[src/rtl/demo_stream_arb.sv]
// CH_NUM-channel stream aggregator: per-channel FIFOs drained by a round-robin or
// fixed-priority arbiter into one registered, channel-tagged output stream.

module demo_stream_arb_fifo #(
  parameter int DATA_W = 32,
  parameter int DEPTH  = 4,
  parameter int LVL_W  = $clog2(DEPTH) + 1
) (
  input  logic              clk,
  input  logic              rst,
  input  logic              push,
  input  logic              pop,
  input  logic [DATA_W-1:0] wdata,
  output logic [DATA_W-1:0] head,
  output logic [LVL_W-1:0]  level
);
  localparam int PW = $clog2(DEPTH);

  logic [DATA_W-1:0] mem [DEPTH];
  logic [PW-1:0]     wptr, rptr;

  assign head = mem[rptr];

  always_ff @(posedge clk) begin
    if (push) mem[wptr] <= wdata;
  end

  // Pointers wrap naturally; the explicit level distinguishes full from empty.
  always_ff @(posedge clk) begin
    if (rst) begin
      wptr  <= '0;
      rptr  <= '0;
      level <= '0;
    end else begin
      if (push) wptr <= wptr + PW'(1);
      if (pop)  rptr <= rptr + PW'(1);
      case ({push, pop})
        2'b10:   level <= level + LVL_W'(1);
        2'b01:   level <= level - LVL_W'(1);
        default: level <= level;
      endcase
    end
  end
endmodule

module demo_stream_arb #(
  parameter int CH_NUM   = 4,
  parameter int DATA_W   = 32,
  parameter int DEPTH    = 4,
  parameter int ARB_MODE = 0,
  parameter int ID_W     = $clog2(CH_NUM),
  parameter int LVL_W    = $clog2(DEPTH) + 1
) (
  input  logic                     clk,
  input  logic                     rst,
  input  logic [CH_NUM-1:0]        in_valid,
  output logic [CH_NUM-1:0]        in_ready,
  input  logic [CH_NUM*DATA_W-1:0] in_data,
  input  logic [CH_NUM-1:0]        ch_en,
  output logic                     out_valid,
  input  logic                     out_ready,
  output logic [DATA_W-1:0]        out_data,
  output logic [ID_W-1:0]          out_ch,
  output logic [CH_NUM*LVL_W-1:0]  ch_level
);
  localparam logic [LVL_W-1:0] FULL  = LVL_W'(DEPTH);
  localparam logic [ID_W:0]    NCH   = (ID_W+1)'(CH_NUM);
  localparam logic [ID_W-1:0]  LAST  = ID_W'(CH_NUM - 1);

  logic [CH_NUM-1:0][DATA_W-1:0] ch_data, ch_head;
  logic [CH_NUM-1:0][LVL_W-1:0]  ch_lvl;
  logic [CH_NUM-1:0]             req, push, pop;
  logic [ID_W-1:0]               grant, rr_ptr;
  logic [ID_W:0]                 scan;
  logic                          found, load;

  assign ch_data  = in_data;
  assign ch_level = ch_lvl;
  assign load     = (|req) && (!out_valid || out_ready);

  for (genvar i = 0; i < CH_NUM; i++) begin : g_ch
    assign in_ready[i] = !rst && (ch_lvl[i] != FULL);
    assign req[i]      = (ch_lvl[i] != '0) && ch_en[i];
    assign push[i]     = in_valid[i] && in_ready[i];
    assign pop[i]      = load && (grant == ID_W'(i));

    demo_stream_arb_fifo #(
      .DATA_W (DATA_W),
      .DEPTH  (DEPTH),
      .LVL_W  (LVL_W)
    ) u_fifo (
      .clk   (clk),
      .rst   (rst),
      .push  (push[i]),
      .pop   (pop[i]),
      .wdata (ch_data[i]),
      .head  (ch_head[i]),
      .level (ch_lvl[i])
    );
  end

  // Scan starts at rr_ptr (round-robin) or at 0 (fixed priority); first hit wins.
  always_comb begin
    grant = '0;
    found = 1'b0;
    scan  = '0;
    for (int k = 0; k < CH_NUM; k++) begin
      scan = (ARB_MODE == 1) ? (ID_W+1)'(k) : {1'b0, rr_ptr} + (ID_W+1)'(k);
      if (scan >= NCH) scan = scan - NCH;
      if (!found && req[scan[ID_W-1:0]]) begin
        found = 1'b1;
        grant = scan[ID_W-1:0];
      end
    end
  end

  always_ff @(posedge clk) begin
    if (rst) begin
      out_valid <= 1'b0;
      out_data  <= '0;
      out_ch    <= '0;
      rr_ptr    <= '0;
    end else if (load) begin
      out_valid <= 1'b1;
      out_data  <= ch_head[grant];
      out_ch    <= grant;
      if (ARB_MODE == 0) rr_ptr <= (grant == LAST) ? '0 : grant + ID_W'(1);
    end else if (out_ready) begin
      // Only reached with nothing to load, so the accepted beat leaves the bus.
      out_valid <= 1'b0;
    end
  end
endmodule

[config.mk]
export PLATFORM = sky130hd
export DESIGN_NAME = demo_stream_arb
export DESIGN_NICKNAME = d
export VERILOG_FILES = /design/src/rtl/demo_stream_arb.sv
export SDC_FILE = /design/constraint.sdc
export NUM_CORES = 1
export LEC_CHECK = 0
export ABC_AREA = 1
export CELL_PAD_IN_SITES_DETAIL_PLACEMENT = 1
export CELL_PAD_IN_SITES_GLOBAL_PLACEMENT = 2
export CORE_MARGIN = 2
export CORE_UTILIZATION = 44
export CTS_CLUSTER_SIZE = 16
export DETAILED_ROUTE_END_ITERATION = 16
export DONT_BUFFER_PORTS = 1
export PLACE_DENSITY_LB_ADDON = 0.1
export SLEW_MARGIN = 5
export SYNTH_ARGS = -nofsm -noshare
export SYNTH_HDL_FRONTEND = slang
export SYNTH_SLANG_ARGS = --single-unit
[constraint.sdc]
create_clock -name clk -period 4.57 [get_ports clk]
set_clock_uncertainty 0.2 [all_clocks]
set_input_delay 0.6855 -clock clk [delete_from_list [all_inputs] [get_ports clk]]
set_output_delay 0.6855 -clock clk [all_outputs]
set_load 0.03 [all_outputs]
==> metrics.cfg <==
[global_routing]
largest_net_degree_at_the_start_of_global_routing = 90
grt_first_pass_wirelength_mm = 99.8
global_route.usage.total_pct = 23.8
grt_pass1_vias = 15992
initial_antenna_violation_count = 2
grt_remaining_overflow = 0

[routing]
route.met2.wl_mm = 34.0
num_vias = 15346
drc = 0
1st_pass_router_iterations = 7
wl_per_cell_um = 24.2
routed-wl-met3_mm = 3.97
route.antenna.remaining_nets = 0
first_iter_violations = 962
detail_route.vias_per_cell = 5.62
highest-signal-layer = met5
route.final.wire_length_mm = 66.0
routedLengthMet1_mm = 26.6

[pwr]
pwr_density_cell_mw_per_mm2 = 664
max-vdd-ir-drop_mv = 0.549
cellLeakagePower_nw = 9.73

[sta]
hold_slack_ns = 0.0885
total_negative_setup_slack_ns = 0
post-route-min-period_ns = 3.84
tightest_slew_ns = 1.19
fmax_ghz = 0.261
count_of_endpoints_failing_setup_in_the_final_report = 0
hold_viol = 0
drv_slew = 0
rsz0062_at_grt = false
slew_headroom_pct = 20.5
post-route-period-util_pct = 84.0

[yosys]
syn_inst = 1879
summed_instance_area_of_the_synthesized_netlist_mm2 = 0.0238
yosysWarningCount = 0
syn_area_per_cell_um2 = 12.7
synth_flop_cell = edfxtp_1
synth-async-reset-ratio_pct = 0
synth_largest_area_cell = edfxtp_1
syn_nets = 2043
synth_enable_flop_cells = 512
synth.top_cell.area_share_pct = 64.6
synth_cell_type_count = 29
synth.area.top_cells = edfxtp_1 65%, nand2_1 6.9%, dfxtp_1 6.1%
postSynthRegisterBits = 585
synth_seq_area_share_pct = 70.8

[placed_design]
dp_cells = 2483
hpwlAfterDp_mm = 42.0
placement.io_buffers = 0
post_dp_cell_area_mm2 = 0.0244
final_gp_congestion = 0.774

[cts]
cts_repair_resize_count = 0
tritoncts_clock_tree = built
clock-sinks = 585
post-cts-setup-buffer-count = 0
cts-buffers-inserted = 61
ctsLongestPathBuffers = 3
h_tree_level_count = 2
holdBufCountCts = 129
clkLatencyLatePin_ns = 0.63
clock_tree.root_cell = clkbuf_16
cts.clk_slew.worst_paths_ns = 0.06

[worst_setup_path]
worstSetupStartpointType = register
crit_required_ns = 4.87
crit_chain = nor2_1, nand2_1, nand3_1, nand2_1, nand2_1, nand2_1, nand3_1, nand3_2, buf_4, nand3_1, nor2_2, ha_1, inv_1, fa_1, a21oi_1, o21ai_0, o21ai_0, a21oi_1
setup.worst_path.class = reg2reg
slowest_stage = dfxtp_1
crit_top_cell = nand2_1
crit_path_max_fanout = 35
critPathCaptureType = register
worst-endpoint-arrival_ns = 4.14
largest_stage_delay_on_the_critical_path_ns = 0.56

[worst_hold_path]
timing.hold.worst.class = in2reg

[finish]
num-nets-final = 2143
fin_cells = 2730
post_route_cells_drive_above_1_share_pct = 12.3
final_core_utilization_pct = 51.8
flow.area_growth_from_synthesis_pct = 16.7
fin_area_mm2 = 0.0278

[floorplanning]
dieArea_mm2 = 0.0559
core_area_mm2 = 0.0536
pin_count = 190
floorplan_row_count = 85
dieWidth_um = 237
initial_core_util_pct = 44.4
dieHeight_um = 237

[run]
max-cap-violations = 0

[status]
run_status = finished, final reports clean

where the power goes:
group / leakage, nW / total [mW] / switching [mW] / internal [mW]
Combinational: 3.49 / 6.59 / 4.73 / 1.87
Sequential: 5.25 / 6.84 / 0.628 / 6.21
Clock: 0.984 / 5.00 / 2.02 / 2.98
kinds of logic after synthesis:
| logic type | count (synthesis) | synth area share, % |
|---|---|---|
| adders and majority gates | 25 | 1.44 |
| buffers and inverters | 186 | 3.21 |
| and+or+nand+nor | 693 | 13.1 |
| DFF | 585 | 70.8 |
| xor gates and xnor gates | 3 | 0.142 |
| AOI/OAI and AO/OA | 387 | 11.3 |
sequential cells by signal, indices dropped and copies added, names as in the netlist, named ones only:
register	count
g_ch.u_fifo.level	12
out_valid	1
rr_ptr	2
g_ch.u_fifo.mem	512
out_ch	2
g_ch.u_fifo.rptr	8
g_ch.u_fifo.wptr	8
out_data	32
Yosys cell counts (8+ instances only):
cell	instances
edfxtp_1	512
nand3_2	30
inv_2	8
a21oi_2	29
ha_1	21
nand4_1	33
o21ai_0	56
nand2_2	32
inv_1	52
a21oi_1	170
nand2_1	435
a32o_1	128
nor2_1	39
nand3_1	120
dfxtp_1	73
buf_2	23
buf_1	18
clkbuf_1	79
per-layer routing:
metal,global-route usage [%],vias to the layer above
li1,-,7123
met1,29.6,7850
met2,41.8,289
met3,5.29,82
met4,6.48,2
met5,0,-
layout make-up:
cell class,instances,area (um^2)
fill,5309,25800
sequential,585,16800
multi-input combinational,1108,6250
clock buffer,90,1720
timing repair buffer,163,1550
tap,696,871
clock inverter,26,302
inverter,60,225
antenna,2,5.00
stage by stage:
stage                     total power [mW]  setup slack, ns
final                                 18.4            0.732
after global routing                  19.4            0.326
after CTS                             18.6            0.704
after detailed placement              13.5            0.722
after global placement                13.3            0.840
after floorplan                       11.2            0.802
cells in the final DEF, fill, tap and decap left out, types with 33 or more instances in the layout:
cell	netlist	layout
a21oi_1	170	169
edfxtp_1	512	512
nand2_1	435	435
o21ai_0	56	56
nand4_1	33	33
dfxtp_1	73	65
clkbuf_16	0	63
dlygate4sd3_1	0	129
inv_1	52	51
nand3_1	120	119
buf_4	2	34
a32o_1	128	128
critical path: cells and delay by family, from the launching register on:
family / cells / cell delay (ns)
adders and majority gates: 2 / 0.58
and+or+nand+nor: 10 / 1.35
DFF: 1 / 0.56
AOI/OAI and AO/OA: 4 / 0.52
buffers and inverters: 2 / 0.50
worst paths after layout:
check / from / end / slack (ns) / depth (start not counted)
min reg2reg: g_ch[3].u_fifo.rptr[0]$_SDFFE_PP0P_ / g_ch[3].u_fifo.rptr[0]$_SDFFE_PP0P_ / 0.28 / 1
max reg2reg: g_ch[2].u_fifo.level[0]$_SDFFE_PP0P_ / g_ch[1].u_fifo.level[2]$_SDFFE_PP0P_ / 0.73 / 18
max: g_ch[2].u_fifo.level[0]$_SDFFE_PP0P_ / g_ch[1].u_fifo.level[2]$_SDFFE_PP0P_ / 0.73 / 18
min: out_ready / out_valid$_SDFFE_PP0P_ / 0.09 / 3
No activity file was read; power rests on OpenSTA's default activity.
